<file path="src/rtl/task_graph_streamer.sv">
// Streams a stored NUM_V x NUM_V task graph row-major to task_mapper, once per application.
// First entry appears 1 cycle after start; each entry is held 2 cycles; there is no backpressure.
module task_graph_streamer #(
   parameter int NUM_V  = 3,
   parameter int DATA_W = 32,
   parameter int IDX_W  = 32,
   parameter int APP_W  = 16
) (
   input  logic              clk,
   input  logic              rst,
   input  logic              wr_en,
   input  logic [IDX_W-1:0]  wr_row,
   input  logic [IDX_W-1:0]  wr_col,
   input  logic [DATA_W-1:0] wr_data,
   input  logic              start,
   input  logic [APP_W-1:0]  num_apps,
   output logic [DATA_W-1:0] task_array,
   output logic [IDX_W-1:0]  row,
   output logic [IDX_W-1:0]  col,
   output logic              root_task,
   output logic              app_end,
   output logic              busy,
   output logic              done,
   output logic              wr_dropped
);

   localparam int RW    = (NUM_V > 1) ? $clog2(NUM_V) : 1;
   localparam int CNT_W = $clog2(NUM_V * NUM_V + 1);
   localparam logic [RW-1:0]    LAST = RW'(NUM_V - 1);
   localparam logic [IDX_W-1:0] NV   = IDX_W'(NUM_V);

   typedef enum logic [2:0] {IDLE, EMIT0, EMIT1, GAP0, END, GAP1, DONE} state_t;

   state_t             state, state_nxt;
   logic [DATA_W-1:0]  mat [NUM_V][NUM_V];
   logic [RW-1:0]      r_idx, c_idx, r_nxt, c_nxt;
   logic [APP_W-1:0]   apps_left, apps_nxt;
   logic [CNT_W-1:0]   nz_cnt, cnt_nxt;
   logic [DATA_W-1:0]  ta_nxt;
   logic [IDX_W-1:0]   row_nxt, col_nxt;
   logic               root_nxt, load, wr_ok;

   assign wr_ok = (state == IDLE) && (wr_row < NV) && (wr_col < NV);

   always_comb begin
      state_nxt = state;
      r_nxt     = r_idx;
      c_nxt     = c_idx;
      apps_nxt  = apps_left;
      cnt_nxt   = nz_cnt;
      ta_nxt    = '0;
      row_nxt   = '0;
      col_nxt   = '0;
      root_nxt  = 1'b0;
      load      = 1'b0;
      case (state)
         IDLE: if (start) begin
            if (num_apps == '0) begin
               state_nxt = DONE;
            end else begin
               state_nxt = EMIT0;
               apps_nxt  = num_apps;
               r_nxt     = '0;
               c_nxt     = '0;
               cnt_nxt   = '0;
               load      = 1'b1;
            end
         end
         EMIT0: begin
            state_nxt = EMIT1;
            ta_nxt    = task_array;
            row_nxt   = row;
            col_nxt   = col;
            root_nxt  = root_task;
         end
         EMIT1: begin
            if (r_idx == LAST && c_idx == LAST) begin
               state_nxt = GAP0;
            end else begin
               state_nxt = EMIT0;
               load      = 1'b1;
               if (c_idx == LAST) begin
                  c_nxt = '0;
                  r_nxt = r_idx + 1'b1;
               end else begin
                  c_nxt = c_idx + 1'b1;
               end
            end
         end
         GAP0: state_nxt = END;
         END:  state_nxt = GAP1;
         GAP1: begin
            if (apps_left > APP_W'(1)) begin
               state_nxt = EMIT0;
               apps_nxt  = apps_left - 1'b1;
               r_nxt     = '0;
               c_nxt     = '0;
               cnt_nxt   = '0;
               load      = 1'b1;
            end else begin
               state_nxt = DONE;
            end
         end
         DONE:    state_nxt = IDLE;
         default: state_nxt = IDLE;
      endcase
      // root is the entry that moves the per-application nonzero count from 0 to 1
      if (load) begin
         ta_nxt  = mat[r_nxt][c_nxt];
         row_nxt = IDX_W'(r_nxt);
         col_nxt = IDX_W'(c_nxt);
         if (ta_nxt != '0) begin
            root_nxt = (cnt_nxt == '0);
            if (cnt_nxt != '1) cnt_nxt = cnt_nxt + 1'b1;
         end
      end
   end

   always_ff @(posedge clk or posedge rst) begin
      if (rst) begin
         state      <= IDLE;
         r_idx      <= '0;
         c_idx      <= '0;
         apps_left  <= '0;
         nz_cnt     <= '0;
         task_array <= '0;
         row        <= '0;
         col        <= '0;
         root_task  <= 1'b0;
         app_end    <= 1'b0;
         busy       <= 1'b0;
         done       <= 1'b0;
         wr_dropped <= 1'b0;
         for (int i = 0; i < NUM_V; i++)
            for (int j = 0; j < NUM_V; j++)
               mat[i][j] <= '0;
      end else begin
         state      <= state_nxt;
         r_idx      <= r_nxt;
         c_idx      <= c_nxt;
         apps_left  <= apps_nxt;
         nz_cnt     <= cnt_nxt;
         task_array <= ta_nxt;
         row        <= row_nxt;
         col        <= col_nxt;
         root_task  <= root_nxt;
         app_end    <= (state_nxt == END);
         busy       <= (state_nxt == EMIT0) || (state_nxt == EMIT1) || (state_nxt == GAP0)
                       || (state_nxt == END) || (state_nxt == GAP1);
         done       <= (state_nxt == DONE);
         if (wr_en && !wr_ok) wr_dropped <= 1'b1;
         if (wr_ok && wr_en) mat[wr_row[RW-1:0]][wr_col[RW-1:0]] <= wr_data;
      end
   end

endmodule

</file>
<file path="config.mk">
export PLATFORM = sky130hd
export DESIGN_NAME = task_graph_streamer
export DESIGN_NICKNAME = d
export VERILOG_FILES = /design/src/rtl/task_graph_streamer.sv
export SDC_FILE = /design/constraint.sdc
export NUM_CORES = 1
export LEC_CHECK = 0
export ABC_AREA = 1
export BUFFER_PORTS_ARGS = -buffer_cell sky130_fd_sc_hd__buf_2
export CORE_MARGIN = 2
export CORE_UTILIZATION = 52
export DETAILED_ROUTE_END_ITERATION = 10
export MAX_ROUTING_LAYER = met4
export PLACE_DENSITY = 0.73
export SKIP_CTS_REPAIR_TIMING = 1
export SLEW_MARGIN = 20
export SYNTH_ARGS = -nofsm -noshare
export SYNTH_HDL_FRONTEND = slang
export SYNTH_SLANG_ARGS = --single-unit
</file>
<file path="constraint.sdc">
create_clock -name clk -period 11.8 [get_ports clk]
set_clock_uncertainty 0.05 [all_clocks]
set_input_delay 1.18 -clock clk [delete_from_list [all_inputs] [get_ports clk]]
set_output_delay 1.18 -clock clk [all_outputs]
set_load 0.005 [all_outputs]
</file>
==> results.toml, run 1 <==
[status]
status = "finished clean"

[synthesis]
avgSynthCellArea_um2 = 7.915
synth_top_area_share_pct = 50.98
netlist_instances = 2208
synth_edf_count = 0
ys_seq_area_share_pct = 50.98
syn_area_um2 = 17480
synth-async-reset-ratio_pct = 100.0
synth.most_common_cell = "nand2_1"
synth.area.top_cells = "dfrtp_1 (51%), nand2_1 (14%), o21ai_0 (10%), inv_1 (3.8%), buf_4 (3.0%)"
ys_ff_latch = 356
ys.warnings.count = 0
synthTopCellsByCount = "nand2_1 (653), dfrtp_1 (356), o21ai_0 (355)"
synth_ff_type = "dfrtp_1"
synthDistinctLibCells = 44
yosys.area.top_type = "dfrtp_1"

[critical_path]
endpoint_kind = "flip-flop"
critPathArrivalTime_ps = 5900
cp.required_ps = 12160
cpPeakStageDelay_ps = 700
crit_type = "primary input to flip-flop"
crit_path_frequent_cell = "nand2_1"
critical_path.slowest_cell = "buf_4"
cp-start-kind = "primary input"
critPathMaxFanout = 65

[floorplan]
ioPinCount = 217
start_util_pct = 52.51
coreArea_um2 = 33280
dieArea_um2 = 35090
fp.dieW_um = 187.3
row_count = 67
fp.dieH_um = 187.3

[route]
routed_wl_mm = 46.69
wl_per_cell_um = 16.84
ant_nets = 0
viasPerCell = 5.463
dr.pass1.iters = 6
post-route-drc-count = 0
drt_iter0_drc = 1425
vias = 15144

[global_routing]
grt_pass1_vias = 14596
grt_max_degree = 163
grt.total_usage_pct = 27.93
gr-total-overflow = 0
grt_pass1_wl_mm = 77.46
antenna_found_initial = 0

[timing]
maxSlewViolCount = 0
setup_tns_ps = 0
setup_violations = 0
period_minus_slack_ps = 5548
tightest_slew_ps = 930.1
max_freq_mhz = 180.3
relSlewSlack_pct = 37.99
finalCritPeriodShare_pct = 47.02
rsz0062_at_grt = "false"
hold_viol_final = 0

[layout]
regArea_um2 = 8909
design_area_um2 = 19480
final_nets = 2419
nFillCells = 2997
syn_to_final_growth_pct = 11.48
multiInputGateArea_um2 = 7098
num_antenna_cells = 0
layout-drive-gt1-share_pct = 11.49

[power]
peakVddDrop_mv = 0.1843
leakage_uw = 0.009481
powerDensity_nw_per_um2 = 212.9

[cts]
cts_sinks = 356
clk_pin_slew_ps = 60
clockBufferDepth = 3
cts_made_buffers = 39
insertion_delay_ps = 520
htree_levels = 2
cts_tree = "yes"
cts_root_buf = "clkbuf_16"

[place]
io_buffers = 156
placed_area_um2 = 18220
dp_hpwl_mm = 28.30
globalplace.congestion = 0.9011

[job]
maxCapViolCount = 0

[hold_path]
hold_class = "flip-flop to flip-flop"
[per-stage QoR]
step / setup WS (ps) / util (%) / hold WS, ps / cells / power [uW]
global placement: 5766 / 54.74 / 405.4 / 2705 / 2912
global route: 5825 / 58.54 / 443.9 / 2772 / 4410
floorplan: 693.1 / - / 394.4 / 2267 / 2481
finish: 6252 / 58.54 / 420.2 / 2772 / 4148
detailed placement: 5798 / 54.74 / 410.8 / 2705 / 2937
CTS: 6338 / 58.52 / 423.0 / 2772 / 4131
[placed cells by master (no fill, tap or decap), types with 2 or more instances in the layout]
cell type / instances
nor4_1: 17
nand3b_1: 48
buf_4: 20
nor3_2: 2
nand2_4: 6
nand2_2: 3
conb_1: 60
clkbuf_16: 41
nand2_1: 650
or2_2: 2
nor3_1: 8
xor2_1: 3
o22ai_1: 3
o211ai_1: 26
inv_2: 7
buf_2: 156
o21ai_1: 24
a31oi_1: 2
or2_0: 7
ha_1: 5
a22oi_1: 2
nand4_1: 11
dfrtp_1: 356
nor2_2: 3
clkbuf_8: 9
a21oi_1: 81
clkbuf_1: 7
nor2_1: 100
clkinv_1: 2
a21oi_2: 2
inv_1: 176
o21ai_0: 355
nand3_1: 105
clkinv_2: 7
[sequential cells by signal (all words and copies together), names as in the netlist]
signal and flops:
app_end 1, apps_left 16, busy 1, c_idx 2
col 2, done 1, mat 288, nz_cnt 4
r_idx 2, root_task 1, row 2, state 3
task_array 32, wr_dropped 1
[layer usage]
| metal | global-route usage (%) | share of wire (%) | up-vias |
|---|---|---|---|
| met1 | 38.96 | 44 | 7158 |
| met4 | 6.777 | 1.9 | 0 |
| met2 | 43.59 | 46 | 691 |
| li1 | - | - | 7219 |
| met5 | - | 0 | - |
| met3 | 3.809 | 8.4 | 76 |
[power breakdown]
part,internal [uW],switching (uW),total [uW]
sequential,1320,103,1430
combinational,452,1080,1530
clock,711,478,1190
[layout make-up]
class	count	share of cell area (%)
flip-flops and latches	356	45.73
multi-input cells	1538	36.44
clock buffers	57	6.037
repair buffers	177	4.881
inverters	186	3.622
well taps	448	2.877
clock inverters	10	0.4175
[critical path, delay by kind of cell]
family,cells,cell delay [ps]
simple gates,21,3020
buf+inv,3,1310
compound gates,2,330
[logic make-up (layout without fill, tap and decap cells)]
logic type	Yosys count	after routing	synth area share, %
simple gates	968	968	23.66
compound gates	501	501	14.89
buf+inv	373	430	9.888
flops	356	356	50.98
fa+ha+maj	5	5	0.3580
xor+xnor	4	4	0.2005
other cells	1	60	0.02146
[final timing paths]
path	startpoint	end	slack, ps	depth (start not counted)
min	wr_dropped$_DFFE_PP0P_	wr_dropped$_DFFE_PP0P_	420	1
max in group asynchronous	rst	mat[235]$_DFFE_PP0P_	8660	4
min reg2reg	wr_dropped$_DFFE_PP0P_	wr_dropped$_DFFE_PP0P_	420	1
max reg2reg	apps_left[8]$_DFFE_PP0P_	nz_cnt[3]$_DFF_PP0_	6380	23
min in group asynchronous	rst	mat[127]$_DFFE_PP0P_	760	2
max	num_apps[15]	nz_cnt[3]$_DFF_PP0_	6250	26
Power figures use the tool's default switching activity.
==> inputs of run 2 (changes only) <==
--- a/config.mk
+++ b/config.mk
@@ -11,7 +11,7 @@
 export CORE_UTILIZATION = 52
 export DETAILED_ROUTE_END_ITERATION = 10
 export MAX_ROUTING_LAYER = met4
-export PLACE_DENSITY = 0.73
+export PLACE_DENSITY = 0.7
 export SKIP_CTS_REPAIR_TIMING = 1
 export SLEW_MARGIN = 20
 export SYNTH_ARGS = -nofsm -noshare
==> constraint.sdc (replaced) <==
create_clock -name clk -period 5.8 [get_ports clk]
set_clock_uncertainty 0.05 [all_clocks]
set_input_delay 0.58 -clock clk [delete_from_list [all_inputs] [get_ports clk]]
set_output_delay 0.58 -clock clk [all_outputs]
set_load 0.005 [all_outputs]
==> run 2 against run 1 <==
Against the previous run: the flow now finishes with violations (negative hold slack); cell count rose by 0.22%; wire length fell by 0.92%; combinational power grew 100%; critical path type is now flip-flop to flip-flop; highest routed layer unchanged.
==> results.toml, run 2 (synthesis gave the netlist of run 1 again) <==
[place]
globalplace.congestion = 0.8800
io_buffers = 156
dp_hpwl_mm = 28.44
dp_slack_ps = 1456

[critical_path]
critical_path.slowest_cell = "nand2_4"
critPathTopFamily = "simple AND/OR/NAND/NOR gates"
path_cells = "inv_2 -> nand2_1 -> nor2_1 -> buf_4 -> nand3_2 -> nand3_4 -> nand2_4 -> nand2_4 -> inv_2 -> nor2_1 -> nor2_1 -> o21ai_0 -> nand2_1 -> a21oi_1 -> nand2_1 -> nor2_1 -> nand2_1 -> nor2_2 -> nand2_2 -> nand2_1 -> nand2_1 -> nand2_1 -> nand2_1"
crit_type = "flip-flop to flip-flop"
endpoint_kind = "flip-flop"
crit_path_frequent_cell = "nand2_1"
critPathBufInv = 3
critPathMaxFanout = 62
cp-start-kind = "flip-flop"
critPathArrivalTime_ps = 4620
cpPeakStageDelay_ps = 550
cp.required_ps = 6180

[timing]
setup_slack_ps = 1557
hold_viol_final = 13
setup_violations = 0
period_minus_slack_ps = 4243
maxSlewViolCount = 0
finalCritPeriodShare_pct = 73.15
max_freq_mhz = 235.7
rsz0062_at_grt = "false"
setup_tns_ps = 0
relSlewSlack_pct = 31.94
tightest_slew_ps = 1021
worst_hold_slack_ps = -12.96

[status]
status = "complete, but fails checks"
violations = "negative hold slack"

[hold_path]
hold_class = "primary input to async pin"

[power]
leakage_uw = 0.009520
p_sw_share_pct = 39.72
peakVddDrop_mv = 0.3346
powerDensity_nw_per_um2 = 438.3
intPower_uw = 5177
clkPwrFrac_pct = 29.9
p_comb_share_pct = 36.2
p_sw_uw = 3411
power_frac_seq_pct = 34.0

[floorplan]
ioPinCount = 217
start_util_pct = 52.51
fp.dieW_um = 187.3
row_count = 67
fp.dieH_um = 187.3
coreArea_um2 = 33280
dieArea_um2 = 35090

[layout]
final_nets = 2422
top_regs = "mat x288, task_array x32, apps_left x16"
largest_reg_flops = 288
final_cell_mix = "nand2_1 (650), dfrtp_1 (356), o21ai_0 (355)"
layout-drive-gt1-share_pct = 11.64
top_register = "mat"
syn_to_final_growth_pct = 12.12
nFillCells = 3111
mostFrequentLayoutCell = "nand2_1"

[global_routing]
grt_max_degree = 187
antenna_found_initial = 1
grt.total_usage_pct = 27.53
grt_pass1_wl_mm = 75.69
grt_pass1_vias = 14263
gr-total-overflow = 0

[route]
post-route-drc-count = 0
routed_wl_mm = 46.26
ant_nets = 0
vias = 15179
viasPerCell = 5.464
wl_per_cell_um = 16.65
dr.pass1.iters = 5
drt_iter0_drc = 1198

[cts]
cts_sinks = 356
cts_tree = "yes"
cts_made_buffers = 39
htree_levels = 2
clockBufferDepth = 3
insertion_delay_ps = 540
clk_pin_slew_ps = 60
cts_root_buf = "clkbuf_16"

[job]
maxCapViolCount = 0
## run 2: changes by cell type in the layout (fill, tap and decap cells not counted), sizes merged
| cell | before | now |
|---|---|---|
| buf | 177 | 180 |
| bufinv | 1 | 3 |
| clkbuf | 57 | 60 |
| clkinv | 10 | 5 |
| clkinvlp | 1 | 3 |
| diode | 0 | 1 |
## run 2: per-layer routing
| metal | wire, um | share of wire, % | vias to the layer above | track usage [%] |
|---|---|---|---|---|
| met2 | 20210 | 44 | 644 | 40.89 |
| met5 | 0 | 0 | - | - |
| met4 | 1244 | 2.7 | 0 | 8.242 |
| met3 | 3795 | 8.2 | 82 | 4.409 |
| li1 | - | - | 7226 | - |
| met1 | 21010 | 45 | 7227 | 39.09 |
## run 2: worst paths after layout
check                      slack (ps)  cells after the start                     end                    from
max                              1560                     23     nz_cnt[3]$_DFF_PP0_      state[1]$_DFF_PP0_
min                               -10                      2    mat[255]$_DFFE_PP0P_                     rst
max reg2reg                      1560                     23     nz_cnt[3]$_DFF_PP0_      state[1]$_DFF_PP0_
max in group asynchronous        4380                      3    mat[173]$_DFFE_PP0P_                     rst
min in group clk                  240                      3  wr_dropped$_DFFE_PP0P_                   wr_en
min reg2reg                       420                      1  wr_dropped$_DFFE_PP0P_  wr_dropped$_DFFE_PP0P_
## run 2: cell type report
class                   count  area, um^2  area share [%]
flip-flops and latches    356        8909           45.47
clock inverters             9       140.1          0.7152
diodes                      1       2.502         0.01277
well taps                 448       560.5           2.861
inverters                 186       701.9           3.582
repair buffers            180       985.9           5.032
multi-input cells        1538        7098           36.23
clock buffers              60        1196           6.105
## run 2: worst reg2reg max path: stages (launching register included)
cell and delay (ps):
dfrtp_1 390, inv_2 90, nand2_1 80, nor2_1 90
buf_4 270, nand3_2 180, nand3_4 180, nand2_4 70
nand2_4 550, inv_2 530, nor2_1 210, nor2_1 50
o21ai_0 140, nand2_1 90, a21oi_1 370, nand2_1 120
nor2_1 100, nand2_1 70, nor2_2 180, nand2_2 130
nand2_1 80, nand2_1 40, nand2_1 50, nand2_1 50
## run 2: stage by stage
step / instance area (um^2) / cells / total power [uW] / utilization, % / hold WS [ps]
finish: 19590 / 2778 / 8587 / 58.87 / -12.96
detailed placement: 18250 / 2708 / 6007 / 54.84 / 410.4
global route: 19590 / 2778 / 9112 / 58.87 / 17.66
floorplan: 17700 / 2267 / 5048 / - / 394.4
global placement: 18250 / 2708 / 5961 / 54.82 / 406.6
CTS: 19590 / 2777 / 8576 / 58.85 / -6.705
## run 2: power by group through the flow
stage / registers [uW] / logic, uW / clock network, uW
6_report: 2920 / 3110 / 2560
5_1_grt: 2930 / 3480 / 2700
4_1_cts: 2900 / 3080 / 2590
3_5_place_dp: 2940 / 3060 / 0
3_3_place_gp: 2940 / 3020 / 0
2_1_floorplan: 2860 / 2190 / 0
